[src/rtl/fetch_sequencer_pkg.sv]
// Shared types for the fetch sequencer and its neighbours.
//   mode_e    : execution mode; its encoding doubles as the upper fetch-address bits
//   addr_t    : fetch address presented to the 64-byte program memory
//   make_addr : builds an addr_t from mode and pc
package fetch_sequencer_pkg;

    localparam int PC_W   = 4;
    localparam int MODE_W = 2;
    localparam int PHYS_W = MODE_W + PC_W;

    typedef enum logic [MODE_W-1:0] {
        MODE_NORMAL = 2'd0,
        MODE_SWI    = 2'd1,
        MODE_EXC    = 2'd2,
        MODE_HWI    = 2'd3
    } mode_e;

    typedef struct packed {
        logic [PHYS_W-1:0] phys_addr;
    } addr_t;

    // Each mode owns a 16-byte region, so the mode selects the region.
    function automatic addr_t make_addr(input mode_e m, input logic [PC_W-1:0] pc);
        addr_t a;
        a.phys_addr = {m, pc};
        return a;
    endfunction

endpackage

[src/rtl/fetch_sequencer_hwi.sv]
// Hardware-interrupt pending latch: rising-edge detect on req plus a sticky
// pending flag that is cleared when the interrupt is accepted.
//   clk, rst : clock, synchronous active-high reset
//   req      : raw interrupt request, sampled every clock
//   clr      : acceptance pulse (clears pending on this edge)
//   pending  : registered pending flag
module hwi_pending_latch (
    input  logic clk,
    input  logic rst,
    input  logic req,
    input  logic clr,
    output logic pending
);

    logic req_d;
    logic rise;

    assign rise = req & ~req_d;

    always_ff @(posedge clk) begin
        // req_d keeps tracking during reset so an edge inside the reset
        // cycle is consumed rather than seen afterwards.
        req_d <= req;
        if (rst)
            pending <= 1'b0;
        else if (rise)
            pending <= 1'b1;   // a fresh edge beats a simultaneous ack
        else if (clr)
            pending <= 1'b0;
    end

endmodule

[src/rtl/fetch_sequencer.sv]
// Instruction fetch address sequencer: program counter, execution mode,
// return context and double-fault tracking.
//   clk, rst          : clock, synchronous active-high reset
//   step              : advance enable; nothing changes while low
//   jump, jump_target : taken jump and its pc target
//   swi, iret, exc    : software interrupt, handler return, exception
//   hwi_req           : external hardware interrupt request
//   addr              : fetch address {mode, pc}
//   mode              : current execution mode
//   hwi_ack           : high in the cycle whose step edge enters HWI mode
//   double_fault      : sticky, exception raised while in a handler
module fetch_sequencer
    import fetch_sequencer_pkg::*;
#(
    parameter int HWI_LEVEL = 0
) (
    input  logic            clk,
    input  logic            rst,
    input  logic            step,
    input  logic            jump,
    input  logic [PC_W-1:0] jump_target,
    input  logic            swi,
    input  logic            iret,
    input  logic            exc,
    input  logic            hwi_req,
    output addr_t           addr,
    output mode_e           mode,
    output logic            hwi_ack,
    output logic            double_fault
);

    logic [PC_W-1:0] pc, pc_nxt;
    logic [PC_W-1:0] ret_pc, ret_pc_nxt;
    mode_e           mode_nxt;
    logic            df_nxt;
    logic            hwi_eff;
    logic            take_hwi;

    if (HWI_LEVEL == 0) begin : g_edge
        logic hwi_pending;
        hwi_pending_latch u_latch (
            .clk     (clk),
            .rst     (rst),
            .req     (hwi_req),
            .clr     (take_hwi),
            .pending (hwi_pending)
        );
        assign hwi_eff = hwi_pending;
    end else begin : g_level
        assign hwi_eff = hwi_req;
    end

    // State register
    always_ff @(posedge clk) begin
        if (rst) begin
            pc           <= '0;
            mode         <= MODE_NORMAL;
            ret_pc       <= '0;
            double_fault <= 1'b0;
        end else begin
            pc           <= pc_nxt;
            mode         <= mode_nxt;
            ret_pc       <= ret_pc_nxt;
            double_fault <= df_nxt;
        end
    end

    // Next-state decode, strict priority
    always_comb begin
        logic in_normal;
        logic [PC_W-1:0] seq_pc;
        in_normal  = (mode == MODE_NORMAL);
        seq_pc     = jump ? jump_target : pc + PC_W'(1);
        pc_nxt     = pc;
        mode_nxt   = mode;
        ret_pc_nxt = ret_pc;
        df_nxt     = double_fault;
        take_hwi   = 1'b0;
        if (step) begin
            if (exc || (iret && in_normal)) begin
                mode_nxt = MODE_EXC;
                pc_nxt   = '0;
                if (in_normal)
                    ret_pc_nxt = pc;   // retry the faulting instruction
                else
                    df_nxt = 1'b1;
            end else if (hwi_eff && in_normal) begin
                // Current instruction completes; resume after it.
                take_hwi   = 1'b1;
                mode_nxt   = MODE_HWI;
                pc_nxt     = '0;
                ret_pc_nxt = seq_pc;
            end else if (swi && in_normal) begin
                mode_nxt   = MODE_SWI;
                pc_nxt     = '0;
                ret_pc_nxt = pc + PC_W'(1);
            end else if (iret) begin
                mode_nxt = MODE_NORMAL;
                pc_nxt   = ret_pc;
            end else begin
                pc_nxt = seq_pc;   // swi in a handler lands here too
            end
        end
    end

    // Outputs
    always_comb begin
        addr    = make_addr(mode, pc);
        hwi_ack = take_hwi;
    end

endmodule

[config.mk]
export PLATFORM = sky130hd
export DESIGN_NAME = fetch_sequencer
export DESIGN_NICKNAME = d
export VERILOG_FILES = /design/src/rtl/fetch_sequencer_pkg.sv /design/src/rtl/fetch_sequencer_hwi.sv /design/src/rtl/fetch_sequencer.sv
export SDC_FILE = /design/constraint.sdc
export NUM_CORES = 1
export LEC_CHECK = 0
export CORE_MARGIN = 10
export CORE_UTILIZATION = 43
export CTS_BUF_LIST = sky130_fd_sc_hd__clkbuf_8
export DETAILED_ROUTE_END_ITERATION = 16
export PLACE_DENSITY = 0.76
export SLEW_MARGIN = 20
export SYNTH_ARGS = -nofsm -noshare
export SYNTH_HDL_FRONTEND = slang
export SYNTH_SLANG_ARGS = --single-unit
[constraint.sdc]
create_clock -name clk -period 1.45 [get_ports clk]
set_input_delay 0.2175 -clock clk [delete_from_list [all_inputs] [get_ports clk]]
set_output_delay 0.2175 -clock clk [all_outputs]
set_load 0.1 [all_outputs]
==> reports/qor.txt, run 1 <==
Sink Count: 13
critical path startpoint category: flop
failing checks: setup timing
Nets: 143
RSZ-0062 raised after global routing: yes
vias per cell: 5.44
FILL cells: 107
Net Count, Synth: 101
synthesized instance count: 88
first-pass GRT wire length: 4590 µm
Placed Cells: 147
P per Cell Area: 836 nW/µm²
WS Path Type: reg -> out
Avg Synthesized Cell Area: 8.79 µm²
fin crit period: 1.47 ns
mean routed wirelength per cell: 17.6 µm
WL final: 2710 µm
sequential share of the synthesized area: 33.7%
Yosys warning total: 0
H-tree Lvls: 1
Seq cells post-synth: 13
Post-DRT Antenna Nets: 0
Tightest Pin Transition: 0.492 ns
largest net degree at the start of global routing: 13
Layout area overhead: 74.1%
drt pass-1 iters: 4
post-layout util: 78.8%
Pwr Total: 1.13 mW
worst vdd ir: 840 µV
IO Port Bufs: 21
Leak Pwr: 0.520 nW
layout cells sized above 1: 45.7%
detailed placer's ending HPWL: 1930 µm
CTS tree: built
min setup slack post-route: -0.0246 ns
Die Area: 3890 µm²
total congestion overflow: 0
Crit. End Element: primary output
GR Util All Layers: 14.3%
number of CTS-inserted buffers: 3
IO Pins: 22
ANT cells: 0
Max-cap violations: 0
Mapped Area: 773 µm²
outcome: finished with violations
setup violators final: 1
CP Max Fanout: 5
Period Utilization, post-route: 102%
post-route insts no fill: 154
vias in the first global route: 930
WP data required: 1.23 ns
Starting Density: 45.3%
Reg clk slew, reported paths: 0.06 ns
DRC viols: 0
deepest clock path buffer count: 2
Clk Latency, worst-skew pair: 0.25 ns
Max-slew headroom: 67.1%
Final Hold Violating Endpoints: 0
First DRT Iteration DRCs: 39
clock root buffer: clkbuf_8
GPL Wtd Cong: 0.882
worst min path class: in -> reg
die width: 62.4 µm
num rows: 15
initial antenna violation count: 0
Netlist cell types: 35
Core Region: 1710 µm²
critical path data arrival time: 1.26 ns
cts hold-fix bufs: 0
clock skew: 0.00476 ns
pins over their slew limit: 0
routed vias: 838
Die Span Y: 62.4 µm
r2r setup slk: 0.02 ns
fmax: 678 MHz
==> state kept, by name, indices dropped and copies added, names as in the netlist <==
| register | count |
|---|---|
| double_fault | 1 |
| g_edge.u_latch.pending | 1 |
| g_edge.u_latch.req_d | 1 |
| mode | 2 |
| pc | 4 |
| ret_pc | 4 |
==> cells in the final DEF, fill, tap and decap left out, types with 3 or more instances in the layout <==
cell and instances:
dfxtp_4 5, a211oi_1 3, nand2b_1 3, a311oi_1 4
nor2_1 9, buf_4 19, buf_12 10, mux2_2 3
nand2_1 5, dfxtp_1 6, clkbuf_8 3, clkdlybuf4s50_1 9
a21oi_1 7
==> power by group <==
group / total, mW / internal [mW] / leakage, nW / switching [mW]
Clock: 0.320 / 0.187 / 0.0269 / 0.133
Combinational: 0.409 / 0.183 / 0.381 / 0.226
Sequential: 0.396 / 0.376 / 0.111 / 0.0198
==> synthesized netlist by cell type (all sizes together) <==
cell type  instances  share of area [%]
dfxtp             13                 34
nor2              11                5.3
a21oi              7                4.5
a211oi             5                7.1
nand2              5                2.4
a311oi             4                4.5
o21ai              4                2.6
buf                3                3.4
mux2               3                4.4
nand2b             3                2.4
or2                3                2.4
a22oi              2                1.9
and2               2                1.6
clkbuf             2                3.6
inv                2               0.97
o211ai             2                1.9
xnor2              2                2.3
a21boi             1               0.97
a21o               1               0.97
a222oi             1                1.3
a31oi              1               0.81
a32oi              1                1.1
and3               1               0.97
ha                 1                1.6
nand3              1               0.65
nand3b             1               0.97
nor2b              1               0.81
nor3               1               0.65
o311ai             1                1.1
o31ai              1               0.97
or2b               1                1.1
or3                1               0.81
==> routing by layer <==
metal / routed length (µm) / part of all wire (%) / GRT usage, % / up-vias
met1: 1010 / 37 / 14.4 / 399
met3: 155 / 5.7 / 4.66 / 9
met4: 54 / 2.0 / 6.42 / 0
li1: - / - / - / 404
met2: 1490 / 55 / 25.9 / 26
met5: 0 / 0 / 0 / -
==> final timing paths <==
kind              depth (start not counted)                   start                   end
setup / recovery                          4  g_edge.u_latch.pending               hwi_ack
hold / removal                            1                 hwi_req  g_edge.u_latch.req_d
setup reg to reg                          5                 mode[0]               mode[1]
hold reg to reg                           2               ret_pc[0]             ret_pc[0]
==> kinds of logic after synthesis <==
| kind of cell | share of synthesized area [%] |
|---|---|
| DFF | 33.7 |
| and+or+nand+nor | 20.2 |
| xor gates and xnor gates | 2.27 |
| adders and majority gates | 1.62 |
| buffers and inverters | 7.93 |
| AOI/OAI and AO/OA | 29.9 |
| muxes | 4.37 |
==> timing repair <==
item	CTS	global route
gates cloned	0	0
pin swaps	6	5
setup buffers	3	0
setup endpoints to repair	9	10
resized for setup	12	4
==> worst max-delay path: stages (launching register included) <==
cell and delay (ns):
dfxtp_2 0.38, buf_4 0.13, and3_4 0.18, and2_4 0.15, buf_12 0.16
==> area by class of cell <==
cell class                 instances  area (µm²)  area share (%)
clock buffer                       3        41.3            3.07
tap                               25        31.3            2.32
clock inverter                     1        3.75           0.279
sequential                        13         282            20.9
timing repair buffer              42         473            35.1
multi-input combinational         68         508            37.7
inverter                           2        7.51           0.558
==> through the flow <==
stage	hold slack [ns]	worst slack [ns]	TNS [ns]	instance area (µm²)
6_report	0.450	-0.0246	-0.0246	1350
5_1_grt	0.466	-0.0547	-0.215	1350
4_1_cts	0.456	0.00753	0	1340
3_5_place_dp	0.492	-0.371	-3.27	1240
3_3_place_gp	0.483	-0.329	-2.54	1240
2_1_floorplan	0.245	-0.149	-0.315	815
Power figures use the tool's default switching activity.
==> inputs of run 2 (changes only) <==
--- a/config.mk
+++ b/config.mk
@@ -6,10 +6,10 @@
 export NUM_CORES = 1
 export LEC_CHECK = 0
 export CORE_MARGIN = 10
-export CORE_UTILIZATION = 43
-export CTS_BUF_LIST = sky130_fd_sc_hd__clkbuf_8
+export CORE_UTILIZATION = 41
+export CTS_BUF_LIST = sky130_fd_sc_hd__clkbuf_4 sky130_fd_sc_hd__clkbuf_8 sky130_fd_sc_hd__clkbuf_16
 export DETAILED_ROUTE_END_ITERATION = 16
-export PLACE_DENSITY = 0.76
+export PLACE_DENSITY = 0.73
 export SLEW_MARGIN = 20
 export SYNTH_ARGS = -nofsm -noshare
 export SYNTH_HDL_FRONTEND = slang
==> run 2 against run 1 <==
Sequential power about the same. Critical path type unchanged. Critical endpoint unchanged. Combinational power down 2%. Register-to-register slack got worse by 0.03 ns. Worst hold slack got worse by 0.040 ns. First-iteration DRC count is 28% lower. Final cell count fell by 1.9%. Maximum frequency up 0.64%. The run still ends with setup timing left. Core utilization fell by 3.7 points.
==> reports/qor.txt, run 2 (synthesis results as in run 1) <==
CP startpoint: mode[0]
initial antenna violation count: 0
Clk Latency, worst-skew pair: 0.28 ns
ANT cells: 0
critical path startpoint category: flop
Leak Pwr: 0.510 nW
DR WL met3: 166 µm
Crit. End Element: primary output
CP Capture Point: hwi_ack
FF-to-FF End: ret_pc[1]
setup violators final: 2
Die Area: 4020 µm²
WS Path Type: reg -> out
GPL Wtd Cong: 0.846
Nets: 140
mean routed wirelength per cell: 17.0 µm
WL final: 2570 µm
Largest regs: pc x4, ret_pc x4, mode x2
Max-cap violations: 0
Period Utilization, post-route: 101%
RSZ-0062 raised after global routing: yes
P per Cell Area: 775 nW/µm²
Top Metal Used: met4
total congestion overflow: 0
Starting Density: 43.8%
Core Region: 1760 µm²
critical path data arrival time: 1.25 ns
Layout area overhead: 71.5%
pins over their slew limit: 0
Reg clk slew, reported paths: 0.08 ns
Max-slew headroom: 68.0%
r2r setup slk: -0.01 ns
detailed placer's ending HPWL: 1740 µm
GR Util All Layers: 12.3%
deepest clock path buffer count: 2
Die Span Y: 63.4 µm
WP data required: 1.23 ns
Tightest Pin Transition: 0.479 ns
drt pass-1 iters: 4
first-pass GRT wire length: 4090 µm
vias per cell: 5.66
num rows: 15
met1 WL: 1060 µm
H-tree Lvls: 1
die width: 63.4 µm
failing checks: setup timing
CP Max Fanout: 3
Setup TNS Final: -0.0290 ns
First DRT Iteration DRCs: 28
cts hold-fix bufs: 0
number of CTS-inserted buffers: 3
worst vdd ir: 642 µV
most frequent cells in the layout: 16 x buf_4, 10 x buf_12, 9 x nor2_1
layout cells sized above 1: 46.0%
IO Port Bufs: 21
fmax: 683 MHz
DRC viols: 0
clock root buffer: clkbuf_4
Final Hold Violating Endpoints: 0
worst r2r path cells: 4
CTS tree: built
met2 WL: 1330 µm
commonest non-fill, non-tap cell in the layout: buf_4
Post-DRT Antenna Nets: 0
Reg2Reg Launch Point: pc[1]
outcome: finished with violations
fin crit period: 1.47 ns
worst min path class: in -> reg
IO Pins: 22
vias in the first global route: 859
min setup slack post-route: -0.0151 ns
largest net degree at the start of global routing: 13
clock skew: 0.00124 ns
routed vias: 854
Sink Count: 13
Pwr Total: 1.03 mW
-- run 2: layer usage --
metal,up-vias,track usage (%)
li1,401,-
met5,-,0
met2,36,20.6
met1,413,14.3
met3,4,4.42
met4,0,3.28
-- run 2: final cells by class --
| type | instances | area (µm²) |
|---|---|---|
| tap | 25 | 31.3 |
| multi-input combinational | 68 | 523 |
| clock buffer | 3 | 22.5 |
| inverter | 2 | 7.51 |
| clock inverter | 1 | 5.00 |
| sequential | 13 | 284 |
| fill | 130 | 438 |
| timing repair buffer | 39 | 453 |
-- run 2: repair_timing --
item                       4_1_cts  5_1_grt
setup endpoints to repair        8        8
gates resized for setup          8       12
pin swaps                        5        6
cloned                           0        0
setup buffers                    3        0
-- run 2: critical path: stages (launching register included) --
cell and delay [ns]:
dfxtp_4 0.37, nor2_4 0.11, and3_4 0.18, and2_4 0.14, buf_12 0.16
-- run 2: stage by stage --
stage	instances	utilization (%)	worst slack [ns]	hold slack (ns)	instance area, µm²
final	151	75.2	-0.0151	0.410	1330
after global routing	151	75.2	-0.0938	0.406	1330
after CTS	151	72.6	-0.0157	0.405	1280
after detailed placement	144	68.9	-0.378	0.491	1210
after global placement	144	68.9	-0.348	0.483	1210
after floorplan	88	-	-0.149	0.245	815
-- run 2: how the worst min path moves through the flow --
stage / start / end / cells after the start
5_1_grt: hwi_req / g_edge.u_latch.req_d / 1
3_3_place_gp: g_edge.u_latch.req_d / g_edge.u_latch.pending / 2
2_1_floorplan: hwi_req / g_edge.u_latch.req_d / 0
4_1_cts: hwi_req / g_edge.u_latch.req_d / 1
6_report: hwi_req / g_edge.u_latch.req_d / 1
3_5_place_dp: ret_pc[1] / ret_pc[1] / 2
-- run 2: report_power, final --
| group | switching, mW | internal, mW |
|---|---|---|
| Clock | 0.130 | 0.103 |
| Sequential | 0.0202 | 0.374 |
| Combinational | 0.224 | 0.178 |
| Total | 0.374 | 0.655 |
==> variant, RTL diff (flow settings as in run 1) <==
`PC_W`: 4 -> 5.
--- a/src/rtl/fetch_sequencer_pkg.sv
+++ b/src/rtl/fetch_sequencer_pkg.sv
@@ -4,7 +4,7 @@
 //   make_addr : builds an addr_t from mode and pc
 package fetch_sequencer_pkg;
 
-    localparam int PC_W   = 4;
+    localparam int PC_W   = 5;
     localparam int MODE_W = 2;
     localparam int PHYS_W = MODE_W + PC_W;
 
Ports: changed (resized addr and jump_target); port bits go from 22 to 24. No check against the original RTL was run, so the function may have changed too.
==> variant against run 1 <==
The flow still finishes with violations (setup timing). Power increased by 11%. Wire length grew 32%. Via count rose by 34%. Setup slack got worse by 7.7 ps. Register-to-register slack worse by 40 ps. First-iteration DRC count up 79%. Sequential cell count is 2 higher. Area after synthesis rose by 19%. Final area grew 20%. Sequential power increased by 16%. Critical path type unchanged. Largest cell class unchanged.
==> variant: results <==
metrics = {
    "placement": {
        "dp_hpwl_um": 2170,
        "port_buffers": 23,
        "gp_congestion": 0.914,
    },
    "status": {
        "violations": "setup timing",
        "outcome": "finished, violations left",
    },
    "logic_synthesis": {
        "synth_common_cells": "dfxtp_1 (15), nor2_1 (12)",
        "synth_xor_area_share_pct": 1.91,
        "yosys-top-cells-area": "dfxtp_1 (33%), a311oi_1 (5.7%), mux2i_1 (5.4%)",
        "synthMuxAreaShare_pct": 5.45,
        "synth_compound_area_share_pct": 27.7,
        "synthAdderAreaFrac_pct": 1.36,
        "synth.distinct_cells": 33,
    },
    "routing": {
        "drt_iter0_drc": 70,
        "met2_length_um": 1790,
        "vias": 1126,
        "wl_um": 3580,
        "detailroute.wirelength.met3_um": 286,
    },
    "global_routing": {
        "grt_max_degree": 10,
        "globalRouteTotalUtil_pct": 14.4,
        "grt_pass1_vias": 1033,
    },
    "timing": {
        "finalWorstSetupSlack_ps": -32.2,
        "setup_viol": 2,
        "skew_ps": 1.74,
    },
    "finish": {
        "drive_above_1_share_pct": 43.8,
        "num-nets-final": 177,
    },
    "pwr": {
        "peakVddDrop_uv": 754,
    },
}
variant: cells by family after synthesis:
kind of cell               count (synthesis)
muxes                                      5
buffers and inverters                      8
and+or+nand+nor                           45
adders and majority gates                  1
AOI/OAI and AO/OA                         35
DFF                                       15
xor gates and xnor gates                   2
variant: worst max-delay path, stage by stage (launching register included):
cell and delay [ps]:
dfxtp_4 370, nor2_4 120, and3_4 210, and2_4 150
buf_12 160
variant: power by group:
group          switching (mW)  leakage [nW]  internal, mW  total (mW)
combinational           0.246         0.502         0.203       0.449
clock                   0.157        0.0269         0.187       0.344
sequential             0.0288         0.128         0.432       0.461
total                   0.431         0.657         0.822        1.25
variant: repair_timing:
action | in CTS | in global routing
resized for setup | 11 | 7
pin swaps | 4 | 5
setup endpoints to repair | 7 | 7
buffers inserted | 2 | 8
variant: stage by stage:
step           cells  setup slack, ps  instance area (sq um)  TNS [ps]  utilization [%]
2_1_floorplan    111            -76.6                    957      -183                -
3_3_place_gp     175             -243                   1450     -2350             72.3
3_5_place_dp     175             -324                   1450     -2970             72.3
4_1_cts          181            -1.94                   1530     -1.94             76.4
5_1_grt          189            -55.6                   1620      -122             81.0
6_report         189            -32.2                   1620     -50.2             81.0
variant: final timing paths:
check / from / cells past startpoint / endpoint / slack (ps)
worst min-delay path: hwi_req / 1 / g_edge.u_latch.req_d$_DFF_P_ / 440
worst max register to register: pc[1]$_SDFFE_PP0P_ / 5 / ret_pc[2]$_SDFFE_PP0P_ / -20
worst max-delay path: mode[0]$_SDFFE_PP0P_ / 4 / hwi_ack / -30
worst min register to register: double_fault$_SDFFE_PP0P_ / 2 / double_fault$_SDFFE_PP0P_ / 490
variant: final cells by class:
type / instances / area [sq um] / area share (%)
clock inverter: 1 / 3.75 / 0.231
clock buffer: 3 / 41.3 / 2.55
multi-input combinational: 88 / 638 / 39.4
sequential: 15 / 325 / 20.1
timing repair buffer: 54 / 576 / 35.5
tap: 27 / 33.8 / 2.08
inverter: 1 / 3.75 / 0.231
variant: metal layers:
metal | up-vias | track usage, %
li1 | 506 | -
met1 | 528 | 16.7
met2 | 70 | 24.9
met3 | 22 | 3.56
met4 | 0 | 4.97
met5 | - | 0
